<file path="config.mk">
export PLATFORM = sky130hd
export DESIGN_NAME = gray_pointer_decoder
export DESIGN_NICKNAME = d
export VERILOG_FILES = /design/src/rtl/gray_pkg.sv /design/src/rtl/gray_sync.sv /design/src/rtl/gray_pointer_decoder.sv
export SDC_FILE = /design/constraint.sdc
export NUM_CORES = 1
export LEC_CHECK = 0
export CORE_MARGIN = 4
export CORE_UTILIZATION = 35
export DETAILED_ROUTE_END_ITERATION = 10
export GPL_ROUTABILITY_DRIVEN = 1
export HOLD_SLACK_MARGIN = 0.1
export SETUP_SLACK_MARGIN = 0.15
export SLEW_MARGIN = 10
export SYNTH_ARGS = -nofsm -noshare
export SYNTH_HDL_FRONTEND = slang
export SYNTH_SLANG_ARGS = --single-unit
</file>
<file path="constraint.sdc">
create_clock -name Clk -period 3.2 [get_ports Clk]
set_input_delay 0.32 -clock Clk [delete_from_list [all_inputs] [get_ports Clk]]
set_output_delay 0.32 -clock Clk [all_outputs]
set_load 0.01 [all_outputs]
</file>
<file path="src/rtl/gray_pkg.sv">
// Shared helpers for the Gray-code counter family.
//
// Contents:
//   COUNTER_WIDTH_DEF, SYNC_STAGES_DEF : default widths for counters and synchronisers
//   GRAY_MAX_W                         : widest count the helpers accept
//   gray2bin / bin2gray                : code conversions
//   hamming_gt1                        : true when two codes differ in more than one bit
//
// The helpers work on zero-extended GRAY_MAX_W-bit operands. Zero bits above the real
// width do not change either conversion. Callers therefore cast in and out at their own
// width, which keeps one function body valid for every counter width.
package gray_pkg;

  localparam int unsigned COUNTER_WIDTH_DEF = 3;
  localparam int unsigned SYNC_STAGES_DEF   = 2;
  localparam int unsigned GRAY_MAX_W        = 32;

  // Each binary bit is the XOR of its own Gray bit and every more-significant Gray bit.
  function automatic logic [GRAY_MAX_W-1:0] gray2bin(input logic [GRAY_MAX_W-1:0] gray);
    logic [GRAY_MAX_W-1:0] bin;
    bin[GRAY_MAX_W-1] = gray[GRAY_MAX_W-1];
    for (int i = GRAY_MAX_W - 2; i >= 0; i--) begin
      bin[i] = bin[i+1] ^ gray[i];
    end
    return bin;
  endfunction

  function automatic logic [GRAY_MAX_W-1:0] bin2gray(input logic [GRAY_MAX_W-1:0] bin);
    return bin ^ (bin >> 1);
  endfunction

  // x & (x - 1) clears the lowest set bit; anything left means two or more bits differ.
  function automatic logic hamming_gt1(input logic [GRAY_MAX_W-1:0] a,
                                       input logic [GRAY_MAX_W-1:0] b);
    logic [GRAY_MAX_W-1:0] diff;
    diff = a ^ b;
    return (diff & (diff - 1)) != '0;
  endfunction

endpackage

</file>
<file path="src/rtl/gray_sync.sv">
// Multi-flop synchroniser for a Gray-coded bus crossing into the local clock domain.
//
// Parameters: WIDTH (bus width), STAGES (flop depth, at least 2).
// Ports:
//   clk_i  : destination-domain clock
//   rst_ni : asynchronous active-low reset, clears every stage
//   d_i    : asynchronous Gray input
//   q_o    : output of the last stage
module gray_sync
  import gray_pkg::*;
#(
  parameter int unsigned WIDTH  = COUNTER_WIDTH_DEF,
  parameter int unsigned STAGES = SYNC_STAGES_DEF
) (
  input  logic             clk_i,
  input  logic             rst_ni,
  input  logic [WIDTH-1:0] d_i,
  output logic [WIDTH-1:0] q_o
);

  logic [WIDTH-1:0] stage_d [STAGES];
  logic [WIDTH-1:0] stage_q [STAGES];

  always_comb begin
    stage_d[0] = d_i;
    for (int unsigned i = 1; i < STAGES; i++) begin
      stage_d[i] = stage_q[i-1];
    end
  end

  always_ff @(posedge clk_i or negedge rst_ni) begin
    if (!rst_ni) begin
      for (int unsigned i = 0; i < STAGES; i++) begin
        stage_q[i] <= '0;
      end
    end else begin
      stage_q <= stage_d;
    end
  end

  assign q_o = stage_q[STAGES-1];

endmodule

</file>
<file path="src/rtl/gray_pointer_decoder.sv">
// Receive side of an async-FIFO pointer: synchronises a remote Gray count, decodes it to
// binary and tracks a local consumer count against it.
//
// Optional build macro GRAY_POINTER_ERR_CHECK_EN adds a sticky detector for synchronised
// Gray steps that change more than one bit. Without it Error_out is tied low.
//
// Ports:
//   Clk             : local clock
//   Reset_n_in      : asynchronous active-low reset
//   GrayCount_in    : remote Gray count, asynchronous to Clk
//   Enable_in       : consume one entry when not empty
//   Clear_in        : synchronous clear of local count and error flag (wins over Enable_in)
//   BinaryCount_out : registered binary decode of the synchronised remote count
//   LocalCount_out  : local consumer count
//   Level_out       : BinaryCount_out - LocalCount_out, modulo 2^COUNTER_WIDTH
//   Empty_out       : Level_out == 0
//   Error_out       : sticky illegal-transition flag
module gray_pointer_decoder
  import gray_pkg::*;
#(
  parameter int unsigned COUNTER_WIDTH = COUNTER_WIDTH_DEF,
  parameter int unsigned SYNC_STAGES   = SYNC_STAGES_DEF
) (
  input  logic                     Clk,
  input  logic                     Reset_n_in,
  input  logic [COUNTER_WIDTH-1:0] GrayCount_in,
  input  logic                     Enable_in,
  input  logic                     Clear_in,
  output logic [COUNTER_WIDTH-1:0] BinaryCount_out,
  output logic [COUNTER_WIDTH-1:0] LocalCount_out,
  output logic [COUNTER_WIDTH-1:0] Level_out,
  output logic                     Empty_out,
  output logic                     Error_out
);

  logic [COUNTER_WIDTH-1:0] sync_gray;
  logic [COUNTER_WIDTH-1:0] binary_count_d, binary_count_q;
  logic [COUNTER_WIDTH-1:0] local_count_d, local_count_q;
  logic [COUNTER_WIDTH-1:0] level;
  logic                     empty;

  gray_sync #(
    .WIDTH  (COUNTER_WIDTH),
    .STAGES (SYNC_STAGES)
  ) u_sync (
    .clk_i  (Clk),
    .rst_ni (Reset_n_in),
    .d_i    (GrayCount_in),
    .q_o    (sync_gray)
  );

  always_comb begin
    binary_count_d = COUNTER_WIDTH'(gray2bin(GRAY_MAX_W'(sync_gray)));
  end

  // Wrap-around is implicit in the truncated subtraction.
  assign level = binary_count_q - local_count_q;
  assign empty = (level == '0);

  // Enable is judged on the emptiness seen before this edge, so an entry that arrives
  // on the same edge is only consumable on the next cycle.
  always_comb begin
    local_count_d = local_count_q;
    if (Clear_in) begin
      local_count_d = '0;
    end else if (Enable_in && !empty) begin
      local_count_d = local_count_q + 1'b1;
    end
  end

  always_ff @(posedge Clk or negedge Reset_n_in) begin
    if (!Reset_n_in) begin
      binary_count_q <= '0;
      local_count_q  <= '0;
    end else begin
      binary_count_q <= binary_count_d;
      local_count_q  <= local_count_d;
    end
  end

`ifdef GRAY_POINTER_ERR_CHECK_EN
  logic [COUNTER_WIDTH-1:0] prev_gray_d, prev_gray_q;
  logic                     error_d, error_q;

  // Compares the value now in the last sync stage with the one it replaced, so a bad
  // step is flagged on the edge after it lands in the last stage.
  always_comb begin
    prev_gray_d = sync_gray;
    error_d     = error_q;
    if (Clear_in) begin
      error_d = 1'b0;
    end else if (hamming_gt1(GRAY_MAX_W'(prev_gray_q), GRAY_MAX_W'(sync_gray))) begin
      error_d = 1'b1;
    end
  end

  always_ff @(posedge Clk or negedge Reset_n_in) begin
    if (!Reset_n_in) begin
      prev_gray_q <= '0;
      error_q     <= 1'b0;
    end else begin
      prev_gray_q <= prev_gray_d;
      error_q     <= error_d;
    end
  end

  assign Error_out = error_q;
`else
  assign Error_out = 1'b0;
`endif

  assign BinaryCount_out = binary_count_q;
  assign LocalCount_out  = local_count_q;
  assign Level_out       = level;
  assign Empty_out       = empty;

endmodule

</file>
==> run_results.csv, run 1 <==
group,metric,value,unit
synthesis,synth-compound-area-share,0.0524,
clock_tree,cts_setup_buffers,0,
synthesis,yosys.area_share.simple,0.0786,
layout,final_nets,69,
power,power_switching,0.112,mW
place,place_area,697,um^2
power,power_density,568,nW/um^2
power,p_int,0.305,mW
worst_setup_path,end_kind,"output port",
sta,setup_viol,0,
synthesis,synth-seq-cells,12,
worst_setup_path,worstPathRequired,2.88,ns
synthesis,synth_xor_area_frac,0.0786,
sta,fin_setup_tns,0,ns
sta,slew_violations,0,
worst_setup_path,critPathLaunchType,"register",
clock_tree,clock_latency,0.27,ns
die,rows,13,
drt,wirelength,808,um
sta,timing.fmax,383,MHz
power,swShare,0.268,
synthesis,synth_top_cell_by_area,"dfrtp_1",
die,initial_core_util,0.389,
clock_tree,cts.reportedPaths.clkPinSlew,0.07,ns
drt,postRouteAntennaNets,0,
drt,drc,0,
die,die-area,2190,um^2
worst_setup_path,critPathKind,"register to output port",
clock_tree,htreeDepth,1,
worst_setup_path,cp.arrival,2.29,ns
worst_setup_path,rr_worst_depth,5,
synthesis,synth_edf_count,0,
power,p_leak,0.346,nW
layout,antennaDiodeCount,0,
drt,vias,333,
sta,min_period_over_period,0.817,
synthesis,synth_adder_area_share,0.0857,
synthesis,synth_top_family_by_area,"adder cells",
synthesis,yosysMostFrequentCell,"dfrtp_1",
synthesis,muxShareOfSynthArea,0.0690,
die,fp.dieH,46.8,um
sta,rsz0062_at_grt,"false",
layout,drive_gt1_frac,0.138,
clock_tree,cts_tree,"done",
grt,grt_pass1_wl,1410,um
power,irDropWorstVdd,0.260,mV
synthesis,avgSynthCellArea,13.5,um^2
synthesis,async_flop_share,1.00,
synthesis,netlist_area,526,um^2
power,comb_power_share,0.309,
synthesis,synthTopCellsByArea,"dfrtp_1 (57%), ha_1 (4.8%), xnor3_2 (4.5%)",
sta,max_slew.worst_pin.slew,0.496,ns
synthesis,yosys_warnings,0,
synthesis,ys_seq_area_frac,0.571,
grt,grt_pass1_vias,339,
synthesis,ys.flop_type,"dfrtp_1",
power,pwr-share-clk,0.277,
die,die_w,46.8,um
clock_tree,clock_sink_count,12,
drt,wl_per_cell,11.1,um
drt,firstDrtPassIters,1,
layout,area_delta_synth_final,39.5,%
flow_run,cap_violations,0,
synthesis,synth.top_cells.by_count,"dfrtp_1 (12), inv_1 (6)",
clock_tree,clockBufferDepth,2,
hold_path,min_path_type,"register to register",
layout,fill_cells,122,
synthesis,synth_cell_type_count,18,
drt,viasPerCell,4.56,
grt,overflow,0,
die,coreArea,1350,um^2
synthesis,syn-num-nets,49,
clock_tree,cts_root_buffer,"clkbuf_4",
hold_path,min_path_cells,0,
sta,slew_headroom,0.668,
place,gp_congestion,0.800,
worst_setup_path,cp_max_fo,5,
synthesis,synth_cells,39,
run_status,status,"complete, no violations",
clock_tree,numCtsBuffers,3,
clock_tree,hold_buffers,0,
power,seqPwrFrac,0.414,
synthesis,netlist.area_leader.share,0.571,
sta,finalHoldViolCount,0,
drt,dr.first_iter.drc_count,0,
place,numPortBuffers,16,
place,hpwl,678,um
grt,grt_start_max_net_pins,13,
sta,period_minus_slack,2.61,ns
layout,fin_area,733,um^2
sta,skew,0.00235,ns
grt,antenna_found_initial,0,
grt,grt_use_total,0.0984,
die,io_pins,18,
clock_tree,cts_resized,0,
registers in the layout, summed over array words and instances (netlist names):
signal	cells
BinaryCount_out	3
u_sync.q_o	3
u_sync.stage_d	3
LocalCount_out	3
kinds of logic (layout without fill, tap and decap cells):
group / count (synthesis) / after routing
xor+xnor: 3 / 3
fa+ha+maj: 3 / 3
simple gates: 8 / 8
mux: 3 / 3
buf+inv: 7 / 26
compound gates: 2 / 2
other cells: 1 / 1
flops: 12 / 12
per-stage QoR:
stage | instances | power [mW] | util | setup WS (ns) | hold slack, ns
global placement | 69 | 0.303 | 0.516 | 0.893 | 0.338
finish | 73 | 0.416 | 0.543 | 0.586 | 0.352
global route | 73 | 0.450 | 0.543 | 0.419 | 0.380
floorplan | 39 | 0.242 | - | 1.26 | 0.0244
detailed placement | 69 | 0.308 | 0.516 | 0.847 | 0.339
CTS | 73 | 0.428 | 0.543 | 0.533 | 0.356
layout by cell type (no fill, tap or decap):
cell              n
clkdlybuf4s50_1  16
dfrtp_1          12
inv_1             6
clkbuf_4          3
xor2_1            2
nand2b_1          2
nor2b_1           2
nor2_1            2
ha_1              2
xnor3_2           1
nor3_1            1
a31oi_4           1
mux2i_1           1
mux2_4            1
nand2_1           1
a31oi_1           1
mux2_2            1
fa_1              1
conb_1            1
clkbuf_8          1
worst max-delay path, stage by stage, from the launching register on:
cell and delay (ns):
dfrtp_1 0.42, ha_1 0.21, fa_1 0.37, xnor3_2 0.28, inv_1 0.07, nor3_1 0.12, clkdlybuf4s50_1 0.56
metal layers:
metal  share of wire  wire length [um]  GRT usage
met2            0.46               373      0.146
met1            0.40               321      0.111
met4           0.026                21     0.0829
met5               0                 0          0
met3            0.11                91     0.0383
power groups by stage:
stage               sequential (mW)  combinational [mW]  clock (mW)
floorplan                     0.179              0.0635           0
global placement              0.175               0.129           0
detailed placement            0.176               0.132           0
CTS                           0.173               0.132       0.123
global route                  0.174               0.143       0.133
finish                        0.173               0.129       0.115
layout make-up:
type                            count  area [um^2]  share of cell area
Sequential cell                    12          300               0.410
Multi-Input combinational cell     20          195               0.266
Timing Repair Buffer               16          160               0.218
Clock buffer                        4         36.3              0.0495
Inverter                            6         22.5              0.0307
Tap cell                           15         18.8              0.0256
final timing paths:
| kind | start | to | slack, ns |
|---|---|---|---|
| worst max-delay path | LocalCount_out[0]$_DFFE_PN0P_ | Empty_out | 0.59 |
| worst min-delay path | u_sync.stage_d[0]$_DFF_PN0_ | u_sync.q_o[0]$_DFF_PN0_ | 0.35 |
| worst max register to register | LocalCount_out[0]$_DFFE_PN0P_ | LocalCount_out[2]$_DFFE_PN0P_ | 1.24 |
| worst min register to register | u_sync.stage_d[0]$_DFF_PN0_ | u_sync.q_o[0]$_DFF_PN0_ | 0.35 |
| max in group asynchronous | Reset_n_in | LocalCount_out[2]$_DFFE_PN0P_ | 2.48 |
| min in group asynchronous | Reset_n_in | u_sync.stage_d[1]$_DFF_PN0_ | 0.38 |
(Power assumes the default switching activity.)
==> run 2, diff against run 1 <==
- clock period: 3.2 -> 2.5 ns (I/O delays scaled with it)
==> run 2 against run 1 <==
Compared with the run above: worst hold slack got worse by 0.027 ns; sequential cell count stayed put; first-iteration DRC count increased by 2; die area unchanged; critical path depth shrank 1; final cell count unchanged; global-route usage is 0.28 points lower; final area decreased by 0.85%; register-to-register slack lost 0.62 ns; critical path type unchanged; largest power group unchanged.
==> run_results.csv, run 2 (same netlist as run 1, synthesis figures left out) <==
group,metric,value,unit
worst_setup_path,cp_max_fo,3,
worst_setup_path,end_kind,"output port",
layout,drive_gt1_frac,0.155,
clock_tree,clock_latency,0.26,ns
die,rows,13,
die,coreArea,1350,um^2
run_status,status,"complete, no violations",
grt,grt_pass1_wl,1370,um
drt,drc,0,
power,finalPower,0.500,mW
sta,skew,0.00948,ns
clock_tree,clock_sink_count,12,
sta,timing.fmax,452,MHz
die,die-area,2190,um^2
clock_tree,cts_root_buffer,"clkbuf_4",
die,io_pins,18,
worst_setup_path,worstPathRequired,2.25,ns
drt,vias,336,
sta,slew_violations,0,
layout,final_cell_mix,"clkdlybuf4s50_1 (14), dfrtp_1 (12), inv_1 (6), clkbuf_4 (3)",
sta,slew_headroom,0.653,
worst_setup_path,r2r_slack,0.62,ns
drt,dr.first_iter.drc_count,2,
sta,rsz0062_at_grt,"false",
die,die_w,46.8,um
worst_setup_path,rr_worst_depth,6,
sta,period_minus_slack,2.21,ns
clock_tree,cts.reportedPaths.clkPinSlew,0.07,ns
die,initial_core_util,0.389,
drt,firstDrtPassIters,2,
sta,fin_ws,0.287,ns
clock_tree,cts_tree,"done",
grt,overflow,0,
sta,finalHoldViolCount,0,
layout,fill_cells,131,
drt,viasPerCell,4.60,
hold_path,min_path_type,"input port to async pin",
drt,wirelength,865,um
worst_setup_path,critPathLaunchType,"register",
drt,wl_per_cell,11.8,um
clock_tree,numCtsBuffers,3,
clock_tree,clockBufferDepth,2,
place,numPortBuffers,16,
grt,grt_use_total,0.0956,
worst_setup_path,r2r-end,"LocalCount_out[2]$_DFFE_PN0P_",
place,gp_congestion,0.807,
place,dp_slack,0.216,ns
grt,grt_start_max_net_pins,13,
die,fp.dieH,46.8,um
layout,area_delta_synth_final,38.3,%
sta,setup_viol,0,
clock_tree,htreeDepth,1,
place,hpwl,704,um
sta,min_period_over_period,0.885,
drt,postRouteAntennaNets,0,
sta,fin_setup_tns,0,ns
worst_setup_path,cp-startpoint,"BinaryCount_out[0]$_DFF_PN0_",
layout,antennaDiodeCount,0,
layout,final_common_cell,"clkdlybuf4s50_1",
worst_setup_path,crit_end,"Level_out[1]",
power,power_density,688,nW/um^2
power,p_leak,0.347,nW
flow_run,cap_violations,0,
worst_setup_path,cp.arrival,1.96,ns
layout,final_nets,70,
grt,grt_pass1_vias,332,
grt,antenna_found_initial,0,
sta,max_slew.worst_pin.slew,0.519,ns
worst_setup_path,r2r-start,"BinaryCount_out[0]$_DFF_PN0_",
worst_setup_path,critPathKind,"register to output port",
power,irDropWorstVdd,0.281,mV
[run 2: changes by cell type in the layout (fill, tap and decap cells not counted), sizes merged]
| cell | previous run | this run |
|---|---|---|
| buf | 0 | 1 |
| dlygate4sd2 | 0 | 2 |
| clkbuf | 4 | 3 |
| clkdlybuf4s50 | 16 | 14 |
[run 2: through the flow]
stage | hold WS, ns | instance area [um^2] | std cells | util
2_1_floorplan | -0.0456 | 526 | 39 | -
3_3_place_gp | 0.338 | 697 | 69 | 0.516
5_1_grt | 0.345 | 727 | 73 | 0.538
4_1_cts | 0.335 | 724 | 73 | 0.537
3_5_place_dp | 0.342 | 697 | 69 | 0.516
6_report | 0.325 | 727 | 73 | 0.538
[run 2: worst min-delay path by stage]
stage | cells past startpoint | from | end | slack (ns)
after global placement | 0 | u_sync.stage_d[2]$_DFF_PN0_ | u_sync.q_o[2]$_DFF_PN0_ | 0.34
final | 1 | Reset_n_in | BinaryCount_out[1]$_DFF_PN0_ | 0.32
after detailed placement | 0 | u_sync.stage_d[0]$_DFF_PN0_ | u_sync.q_o[0]$_DFF_PN0_ | 0.34
after floorplan | 0 | Reset_n_in | BinaryCount_out[0]$_DFF_PN0_ | -0.05
after CTS | 1 | Reset_n_in | BinaryCount_out[1]$_DFF_PN0_ | 0.34
after global routing | 1 | Reset_n_in | BinaryCount_out[1]$_DFF_PN0_ | 0.35
[run 2: power by group]
group	leakage (nW)	internal (mW)	switching [mW]	total, mW
registers	0.145	0.210	0.0101	0.220
logic	0.188	0.0922	0.0766	0.169
clock network	0.0138	0.0555	0.0560	0.111
total	0.347	0.357	0.143	0.500
[run 2: final cells by class]
type / instances / area (um^2) / share of cell area
clock buffers: 3 / 22.5 / 0.0310
inverters: 6 / 22.5 / 0.0310
multi-input cells: 20 / 198 / 0.272
flip-flops and latches: 12 / 300 / 0.413
well taps: 15 / 18.8 / 0.0258
repair buffers: 17 / 165 / 0.227
[run 2: routing by layer]
layer,vias to the layer above,routed length [um],global-route usage
met5,-,0,0
met1,161,329,0.0954
met2,14,439,0.157
met3,0,96,0.0345
li1,161,-,-
met4,0,0,0.0829
[run 2: what timing repair did]
action                     in CTS  in global routing
hold buffers                    0                  0
resized for setup               2                  1
hold endpoints to repair        0                  0
setup endpoints to repair       2                  2
buffers inserted                1                  0
[run 2: worst max-delay path, stage by stage (launching register included)]
cell and delay, ns:
dfrtp_1 0.35, inv_1 0.05, ha_1 0.20, fa_2 0.57, inv_1 0.06, clkdlybuf4s50_1 0.47
